==> src/rtl/vertex_fifo_arbiter_if.sv <==
// Bus bundle between the vertex producers, the arbiter and the vertex FIFO.
// slave  : the arbiter's view
// master : the producers/FIFO environment's view
interface vertex_fifo_arbiter_if #(
  parameter int unsigned NUM_REQ = 4,
  parameter int unsigned DATA_W  = 104
);

  logic [NUM_REQ-1:0]        i_req_valid;
  logic [NUM_REQ*DATA_W-1:0] i_req_data;
  logic [NUM_REQ-1:0]        o_req_ready;
  logic                      o_fifo_wr;
  logic [DATA_W-1:0]         o_fifo_wdata;
  logic                      i_fifo_afull;
  logic [NUM_REQ-1:0]        o_grant;
  logic                      o_busy;

  modport slave (
    input  i_req_valid,
    input  i_req_data,
    input  i_fifo_afull,
    output o_req_ready,
    output o_fifo_wr,
    output o_fifo_wdata,
    output o_grant,
    output o_busy
  );

  modport master (
    output i_req_valid,
    output i_req_data,
    output i_fifo_afull,
    input  o_req_ready,
    input  o_fifo_wr,
    input  o_fifo_wdata,
    input  o_grant,
    input  o_busy
  );

endinterface

==> src/rtl/vertex_fifo_arbiter.sv <==
// vertex_fifo_arbiter: shares one vertex FIFO write port between NUM_REQ
// producers at triangle granularity (a grant lasts exactly three vertices).
// Build option: define VTX_ARB_RR_EN for round-robin arbitration; when it is
// undefined the lowest-index requester wins and no pointer state exists.
module vertex_fifo_arbiter #(
  parameter int unsigned NUM_REQ = 4,
  parameter int unsigned DATA_W  = 104
) (
  input  logic                  i_clk,
  input  logic                  i_rst_n,
  vertex_fifo_arbiter_if.slave  bus
);

  localparam int unsigned IDX_W = (NUM_REQ > 1) ? $clog2(NUM_REQ) : 1;
  localparam int unsigned CNT_W = 2;

  typedef enum logic {
    ST_IDLE  = 1'b0,
    ST_GRANT = 1'b1
  } state_e;

  state_e             state_q, state_d;
  logic [NUM_REQ-1:0] grant_q, grant_d;
  logic [CNT_W-1:0]   vtx_cnt_q, vtx_cnt_d;
  logic               fifo_wr_q, fifo_wr_d;
  logic [DATA_W-1:0]  fifo_wdata_q, fifo_wdata_d;

  logic [NUM_REQ-1:0] ready_c;
  logic [NUM_REQ-1:0] win_c;
  logic [DATA_W-1:0]  sel_data_c;
  logic               xfer_c;

`ifdef VTX_ARB_RR_EN
  logic [IDX_W-1:0]   ptr_q, ptr_d;
  logic [IDX_W-1:0]   owner_idx_c;
  logic [IDX_W-1:0]   ptr_next_c;
`endif

  // Only the owner may be ready, and only while the FIFO has room for the
  // write already in flight plus this one.
  always_comb begin
    ready_c = '0;
    if (state_q == ST_GRANT && !bus.i_fifo_afull) begin
      ready_c = grant_q;
    end
  end

  assign xfer_c = |(bus.i_req_valid & ready_c);

  // Route the owner's data slice to the FIFO write register.
  always_comb begin
    sel_data_c = '0;
    for (int k = 0; k < int'(NUM_REQ); k++) begin
      if (grant_q[k]) begin
        sel_data_c = sel_data_c | bus.i_req_data[k*int'(DATA_W) +: DATA_W];
      end
    end
  end

`ifdef VTX_ARB_RR_EN
  // Round-robin winner: first valid requester at or after the pointer.
  always_comb begin
    logic found;
    int   idx;
    win_c = '0;
    found = 1'b0;
    idx   = 0;
    for (int i = 0; i < int'(NUM_REQ); i++) begin
      idx = int'(ptr_q) + i;
      if (idx >= int'(NUM_REQ)) begin
        idx = idx - int'(NUM_REQ);
      end
      if (!found && bus.i_req_valid[IDX_W'(idx)]) begin
        win_c[IDX_W'(idx)] = 1'b1;
        found = 1'b1;
      end
    end
  end

  // Encode the current owner and the pointer value that follows it.
  always_comb begin
    owner_idx_c = '0;
    for (int i = 0; i < int'(NUM_REQ); i++) begin
      if (grant_q[i]) begin
        owner_idx_c = IDX_W'(i);
      end
    end
    if (owner_idx_c == IDX_W'(NUM_REQ - 1)) begin
      ptr_next_c = '0;
    end else begin
      ptr_next_c = owner_idx_c + IDX_W'(1);
    end
  end
`else
  // Fixed priority winner: lowest valid index.
  always_comb begin
    logic found;
    win_c = '0;
    found = 1'b0;
    for (int i = 0; i < int'(NUM_REQ); i++) begin
      if (!found && bus.i_req_valid[IDX_W'(i)]) begin
        win_c[IDX_W'(i)] = 1'b1;
        found = 1'b1;
      end
    end
  end
`endif

  // Next-state logic: arbitrate in IDLE, count three transfers in GRANT.
  always_comb begin
    state_d      = state_q;
    grant_d      = grant_q;
    vtx_cnt_d    = vtx_cnt_q;
    fifo_wr_d    = 1'b0;
    fifo_wdata_d = fifo_wdata_q;
`ifdef VTX_ARB_RR_EN
    ptr_d        = ptr_q;
`endif
    case (state_q)
      ST_IDLE: begin
        if (|bus.i_req_valid) begin
          grant_d   = win_c;
          vtx_cnt_d = '0;
          state_d   = ST_GRANT;
        end
      end
      ST_GRANT: begin
        if (xfer_c) begin
          fifo_wr_d    = 1'b1;
          fifo_wdata_d = sel_data_c;
          if (vtx_cnt_q == CNT_W'(2)) begin
            grant_d   = '0;
            vtx_cnt_d = '0;
            state_d   = ST_IDLE;
`ifdef VTX_ARB_RR_EN
            ptr_d     = ptr_next_c;
`endif
          end else begin
            vtx_cnt_d = vtx_cnt_q + CNT_W'(1);
          end
        end
      end
      default: begin
        state_d = ST_IDLE;
        grant_d = '0;
      end
    endcase
  end

  // State and output registers; reset discards any partial triangle.
  always_ff @(posedge i_clk or negedge i_rst_n) begin
    if (!i_rst_n) begin
      state_q      <= ST_IDLE;
      grant_q      <= '0;
      vtx_cnt_q    <= '0;
      fifo_wr_q    <= 1'b0;
      fifo_wdata_q <= '0;
    end else begin
      state_q      <= state_d;
      grant_q      <= grant_d;
      vtx_cnt_q    <= vtx_cnt_d;
      fifo_wr_q    <= fifo_wr_d;
      fifo_wdata_q <= fifo_wdata_d;
    end
  end

`ifdef VTX_ARB_RR_EN
  // Round-robin pointer register.
  always_ff @(posedge i_clk or negedge i_rst_n) begin
    if (!i_rst_n) begin
      ptr_q <= '0;
    end else begin
      ptr_q <= ptr_d;
    end
  end
`endif

  assign bus.o_req_ready  = ready_c;
  assign bus.o_fifo_wr    = fifo_wr_q;
  assign bus.o_fifo_wdata = fifo_wdata_q;
  assign bus.o_grant      = grant_q;
  assign bus.o_busy       = (state_q == ST_GRANT);

endmodule

==> src/flat_wrapper.sv <==
// flat-port wrapper written by rule: the top's interface ports become plain ports
module vertex_fifo_arbiter_flat 
#(
  parameter int unsigned NUM_REQ = 4,
  parameter int unsigned DATA_W  = 104
)
  (i_clk, i_rst_n, bus_i_req_valid, bus_i_req_data, bus_i_fifo_afull, bus_o_req_ready, bus_o_fifo_wr, bus_o_fifo_wdata, bus_o_grant, bus_o_busy);
  vertex_fifo_arbiter_if #(.NUM_REQ(NUM_REQ), .DATA_W(DATA_W)) bus_i ();
  input  logic i_clk;
  input  logic i_rst_n;
  input wire logic [$bits(bus_i.i_req_valid)-1:0] bus_i_req_valid;
  input wire logic [$bits(bus_i.i_req_data)-1:0] bus_i_req_data;
  input wire logic [$bits(bus_i.i_fifo_afull)-1:0] bus_i_fifo_afull;
  output wire logic [$bits(bus_i.o_req_ready)-1:0] bus_o_req_ready;
  output wire logic [$bits(bus_i.o_fifo_wr)-1:0] bus_o_fifo_wr;
  output wire logic [$bits(bus_i.o_fifo_wdata)-1:0] bus_o_fifo_wdata;
  output wire logic [$bits(bus_i.o_grant)-1:0] bus_o_grant;
  output wire logic [$bits(bus_i.o_busy)-1:0] bus_o_busy;
  assign bus_i.i_req_valid = bus_i_req_valid;
  assign bus_i.i_req_data = bus_i_req_data;
  assign bus_i.i_fifo_afull = bus_i_fifo_afull;
  assign bus_o_req_ready = bus_i.o_req_ready;
  assign bus_o_fifo_wr = bus_i.o_fifo_wr;
  assign bus_o_fifo_wdata = bus_i.o_fifo_wdata;
  assign bus_o_grant = bus_i.o_grant;
  assign bus_o_busy = bus_i.o_busy;
  vertex_fifo_arbiter #(.NUM_REQ(NUM_REQ), .DATA_W(DATA_W)) u_core (.i_clk(i_clk), .i_rst_n(i_rst_n), .bus(bus_i));
endmodule
==> config.mk <==
export PLATFORM = sky130hd
export DESIGN_NAME = vertex_fifo_arbiter_flat
export DESIGN_NICKNAME = d
export VERILOG_FILES = /design/src/rtl/vertex_fifo_arbiter_if.sv /design/src/rtl/vertex_fifo_arbiter.sv /design/src/flat_wrapper.sv
export SDC_FILE = /design/constraint.sdc
export NUM_CORES = 1
export LEC_CHECK = 0
export ABC_AREA = 0
export CORE_AREA = 3 3 207 209
export CTS_CLUSTER_SIZE = 20
export DETAILED_ROUTE_END_ITERATION = 6
export DIE_AREA = 0 0 210 212
export MAX_ROUTING_LAYER = met4
export PLACE_DENSITY = 0.5
export SETUP_SLACK_MARGIN = 0.1
export SKIP_CTS_REPAIR_TIMING = 1
export SYNTH_ARGS = -nofsm -noshare
export SYNTH_HDL_FRONTEND = slang
export SYNTH_SLANG_ARGS = --single-unit
export TNS_END_PERCENT = 5
==> constraint.sdc <==
create_clock -name i_clk -period 2.2 [get_ports i_clk]
set_input_delay 0.66 -clock i_clk [delete_from_list [all_inputs] [get_ports i_clk]]
set_output_delay 0.66 -clock i_clk [all_outputs]
set_load 0.02 [all_outputs]
==> results.md <==
- Along the worst path, the maximum fanout reaches 5.
- Clock-pin slew was measured on the worst setup and hold paths at 80 ps.
- The total overflow left after global routing is 0.
- The share of layout cells above drive strength 1 is 10.5%.
- The total standard cell area after synthesis is 5190 um^2.
- Setup slack closes at 11.4 ps.
- Row generation in the floorplan step produced 74 rows.
- The initial utilization of the core area, before any placement, comes to 12.7%.
- Entering global routing, the biggest net connects 60 pins.
- The die span in x is 210 um.
- The fraction of the mapped netlist area in simple logic gates is 1.37%.
- The unique cell type count in the Yosys netlist is 26.
- TritonCTS built the clock tree.
- The first global-routing pass estimated 34600 um of wire.
- Data on the critical path arrives at its endpoint at 1530 ps.
- The area growth from synthesis to layout is 80.9%.
- Final hold analysis gives a worst-case slack of 154 ps.
- The number of design rule violations left after detail routing is 0.
- Across the run, the number of max-cap violations was 0.
- At the pin with the least slew margin, the transition time is 676 ps.
- The master cell of the clock root buffer is sky130_fd_sc_hd__clkbuf_16.
- The synthesized area divided by synthesized cell count is 10.2 um^2.
- The tree built by TritonCTS fans out to 110 sinks.
- The post-synthesis share of cell area spent on full adders, half adders and majority gates is 0%.
- The pre-antenna-repair detailed-routing pass consisted of 4 iterations.
- The run finished with clean final reports.
- The via count of the first global-routing pass is 5379.
- The critical path is of the in -> out type.
- The final cycle utilization of the critical path is 99.5%.
- The setup skew after layout is 7.28 ps.
- The worst setup path is captured at an output pin.
- Port buffering added 324 buffers.
- After synthesis, flip-flops and latches occupy 53.0% of the total area.
- Dividing the detail-routed via count by the number of cells gives 3.98.
- The nature of the critical path startpoint is an input pin.
- The post-route standard cell area excluding fillers is 9400 um^2.
- Synthesis inferred 110 register bits.
- By area, the combinational part of the netlist is dominated by compound AO/OA/AOI/OAI gates.
- The TritonCTS buffer count is 9.
- The clock passes through at most 2 buffers.
- After technology mapping, the gate count stands at 511.
- The total length of routed wires is 24300 um.
- The required time reported for the critical path endpoint is 1540 ps.
- The final-report hold violation count is 0.
- Summed over all failing endpoints, the final setup total negative slack is 0 ps.
- At the later pin of the worst-skew pair, clock insertion delay measures 370 ps.
- Detailed routing inserted a total of 5347 vias.
- The number of top-level pins is 537.
- The post-route antenna net violation count is 0.
- The die is 212 um tall.
- The HPWL after detailed placement is 18100 um.
- The number of antenna violations at the first check in global routing was 1.
- The worst path in the final design needs a cycle of 2190 ps, including I/O delays and setup.
- The mux cell area share after synthesis is 0%.
- Setup repair after global routing could not meet its margin everywhere.
- The final layout contains 1228 nets.
- The headroom to the max-slew limit is 55.0%.
- The xor and xnor area share after synthesis is 0%.
- VDD sags by at most 0.523 mV.
- Yosys printed 0 warnings.
- The worst hold-check path type is in -> async.
- For the worst flop-to-flop path, the logic depth is 3.
- Summing the areas of all compound-gate instances in the mapped netlist gives 39.2% of the synthesized area.
- The setup-violating endpoint count in the final report is 0.
- The core outline area is 41000 um^2.
- For this run, the top clock speed supported by timing is 457 MHz.
- The first routing iteration left 309 violations.
- The analysis attributes to cell leakage a power of 3.67 nW.
- The die covers 44500 um^2.
- After detailed placement, the design holds a cell count of 1326.
- The all-layer global routing usage is 10.8%.
- The count of placed standard cells in the final layout, fillers left out is 1343.
- Once placement finished, the instance area stood at 9070 um^2.
- The final max-slew violation count is 0.
- The number of fill cells is 4485.
- Power spread over the standard cell area amounts to 1210 nW/um^2.
- In the final routed layout, each cell accounts on average for 18.1 um.
- CTS built an H-tree with a depth of 3.
- Routability-driven placement finished with a final weighted congestion of 0.695.
- The pre-CTS worst setup slack is -40.5 ps.
## flip-flops by register name, indices dropped and copies added (netlist names)
signal / flops
u_core.vtx_cnt_q: 2
u_core.bus.o_fifo_wr: 1
u_core.bus.o_fifo_wdata: 104
u_core.bus.o_grant: 2
u_core.bus.o_busy: 1
## per-layer routing
layer | part of all wire (%) | GRT usage, %
met5 | 0 | -
met4 | 1.6 | 3.35
met3 | 8.8 | 3.59
met2 | 45 | 16.1
met1 | 45 | 13.8
## cell type report
class / count / area, um^2 / share of cell area [%]
diodes: 1 / 2.50 / 0.0266
clock inverters: 6 / 45.0 / 0.479
inverters: 4 / 15.0 / 0.160
repair buffers: 343 / 3520 / 37.5
well taps: 532 / 666 / 7.08
clock buffers: 10 / 239 / 2.54
flip-flops and latches: 110 / 2760 / 29.4
multi-input cells: 337 / 2150 / 22.9
## report_power, final
group | internal (mW) | switching, mW
Sequential | 2.88 | 0.437
Combinational | 2.75 | 3.64
Clock | 0.805 | 0.843
Total | 6.43 | 4.92
## critical path, stage by stage
cell and delay [ps]:
sky130_fd_sc_hd__clkdlybuf4s50_1 420, sky130_fd_sc_hd__nand2b_4 190, sky130_fd_sc_hd__nor2_4 130, sky130_fd_sc_hd__buf_12 120
## cells in the mapped netlist
| library cell | count | share of area, % |
|---|---|---|
| sky130_fd_sc_hd__clkbuf_2 | 6 | 0.58 |
| sky130_fd_sc_hd__a22oi_4 | 1 | 0.41 |
| sky130_fd_sc_hd__o31ai_1 | 1 | 0.14 |
| sky130_fd_sc_hd__a21oi_1 | 2 | 0.19 |
| sky130_fd_sc_hd__nor2_1 | 4 | 0.29 |
| sky130_fd_sc_hd__o21ai_2 | 39 | 6.6 |
| sky130_fd_sc_hd__o22ai_1 | 1 | 0.12 |
| sky130_fd_sc_hd__a22oi_1 | 104 | 15 |
| sky130_fd_sc_hd__buf_1 | 1 | 0.072 |
| sky130_fd_sc_hd__or4_1 | 1 | 0.14 |
| sky130_fd_sc_hd__inv_1 | 4 | 0.29 |
| sky130_fd_sc_hd__o221ai_1 | 1 | 0.17 |
| sky130_fd_sc_hd__or2_1 | 1 | 0.12 |
| sky130_fd_sc_hd__buf_2 | 5 | 0.48 |
| sky130_fd_sc_hd__nor4b_2 | 1 | 0.29 |
| sky130_fd_sc_hd__nor4_1 | 1 | 0.12 |
| sky130_fd_sc_hd__buf_4 | 7 | 1.0 |
| sky130_fd_sc_hd__nor3_1 | 1 | 0.096 |
| sky130_fd_sc_hd__o21ai_1 | 1 | 0.096 |
| sky130_fd_sc_hd__conb_1 | 1 | 0.072 |
| sky130_fd_sc_hd__dfrtp_1 | 110 | 53 |
| sky130_fd_sc_hd__buf_6 | 5 | 1.1 |
| sky130_fd_sc_hd__nand2b_1 | 2 | 0.24 |
| sky130_fd_sc_hd__clkbuf_1 | 39 | 2.8 |
| sky130_fd_sc_hd__nand2_1 | 1 | 0.072 |
| sky130_fd_sc_hd__o21ai_0 | 171 | 16 |
## layout by cell type (no fill, tap or decap), types with 2 or more instances in the layout
cell	n
sky130_fd_sc_hd__buf_4	12
sky130_fd_sc_hd__buf_6	2
sky130_fd_sc_hd__clkinvlp_4	3
sky130_fd_sc_hd__a21oi_1	2
sky130_fd_sc_hd__nor2_1	2
sky130_fd_sc_hd__nor2_4	2
sky130_fd_sc_hd__o21ai_2	39
sky130_fd_sc_hd__clkdlybuf4s50_1	307
sky130_fd_sc_hd__o21ai_0	171
sky130_fd_sc_hd__inv_1	4
sky130_fd_sc_hd__a22oi_1	104
sky130_fd_sc_hd__dlymetal6s2s_1	14
sky130_fd_sc_hd__dfrtp_4	2
sky130_fd_sc_hd__buf_12	8
sky130_fd_sc_hd__clkbuf_16	9
sky130_fd_sc_hd__conb_1	4
sky130_fd_sc_hd__dfrtp_1	108
## logic make-up (layout without fill, tap and decap cells)
family                 Yosys count  in the layout
AO/OA/AOI/OAI                  321            321
AND/OR/NAND/NOR                 12             12
buffers and inverters           67            363
flip-flops                     110            110
other                            1              5
## path summary, 6_finish.rpt
path,start,endpoint,slack [ps]
setup / recovery,bus_i_fifo_afull,bus_o_req_ready[0],10
hold / removal,i_rst_n,u_core.bus.o_fifo_wdata[50],150
setup reg to reg,u_core.bus.o_grant[0],u_core.bus.o_fifo_wdata[16],580
hold reg to reg,u_core.bus.o_fifo_wdata[101],u_core.bus.o_fifo_wdata[101],500
max in group asynchronous,i_rst_n,u_core.bus.o_grant[1],1460
min in group i_clk,u_core.bus.o_fifo_wdata[101],u_core.bus.o_fifo_wdata[101],500
## metrics by stage
| stage | utilization, % | power, mW |
|---|---|---|
| 2_1_floorplan | - | 6.65 |
| 3_3_place_gp | 22.1 | 9.83 |
| 3_5_place_dp | 22.1 | 9.87 |
| 4_1_cts | 22.8 | 11.6 |
| 5_1_grt | 22.9 | 12.1 |
| 6_report | 22.9 | 11.4 |
(Power assumes the default switching activity.)
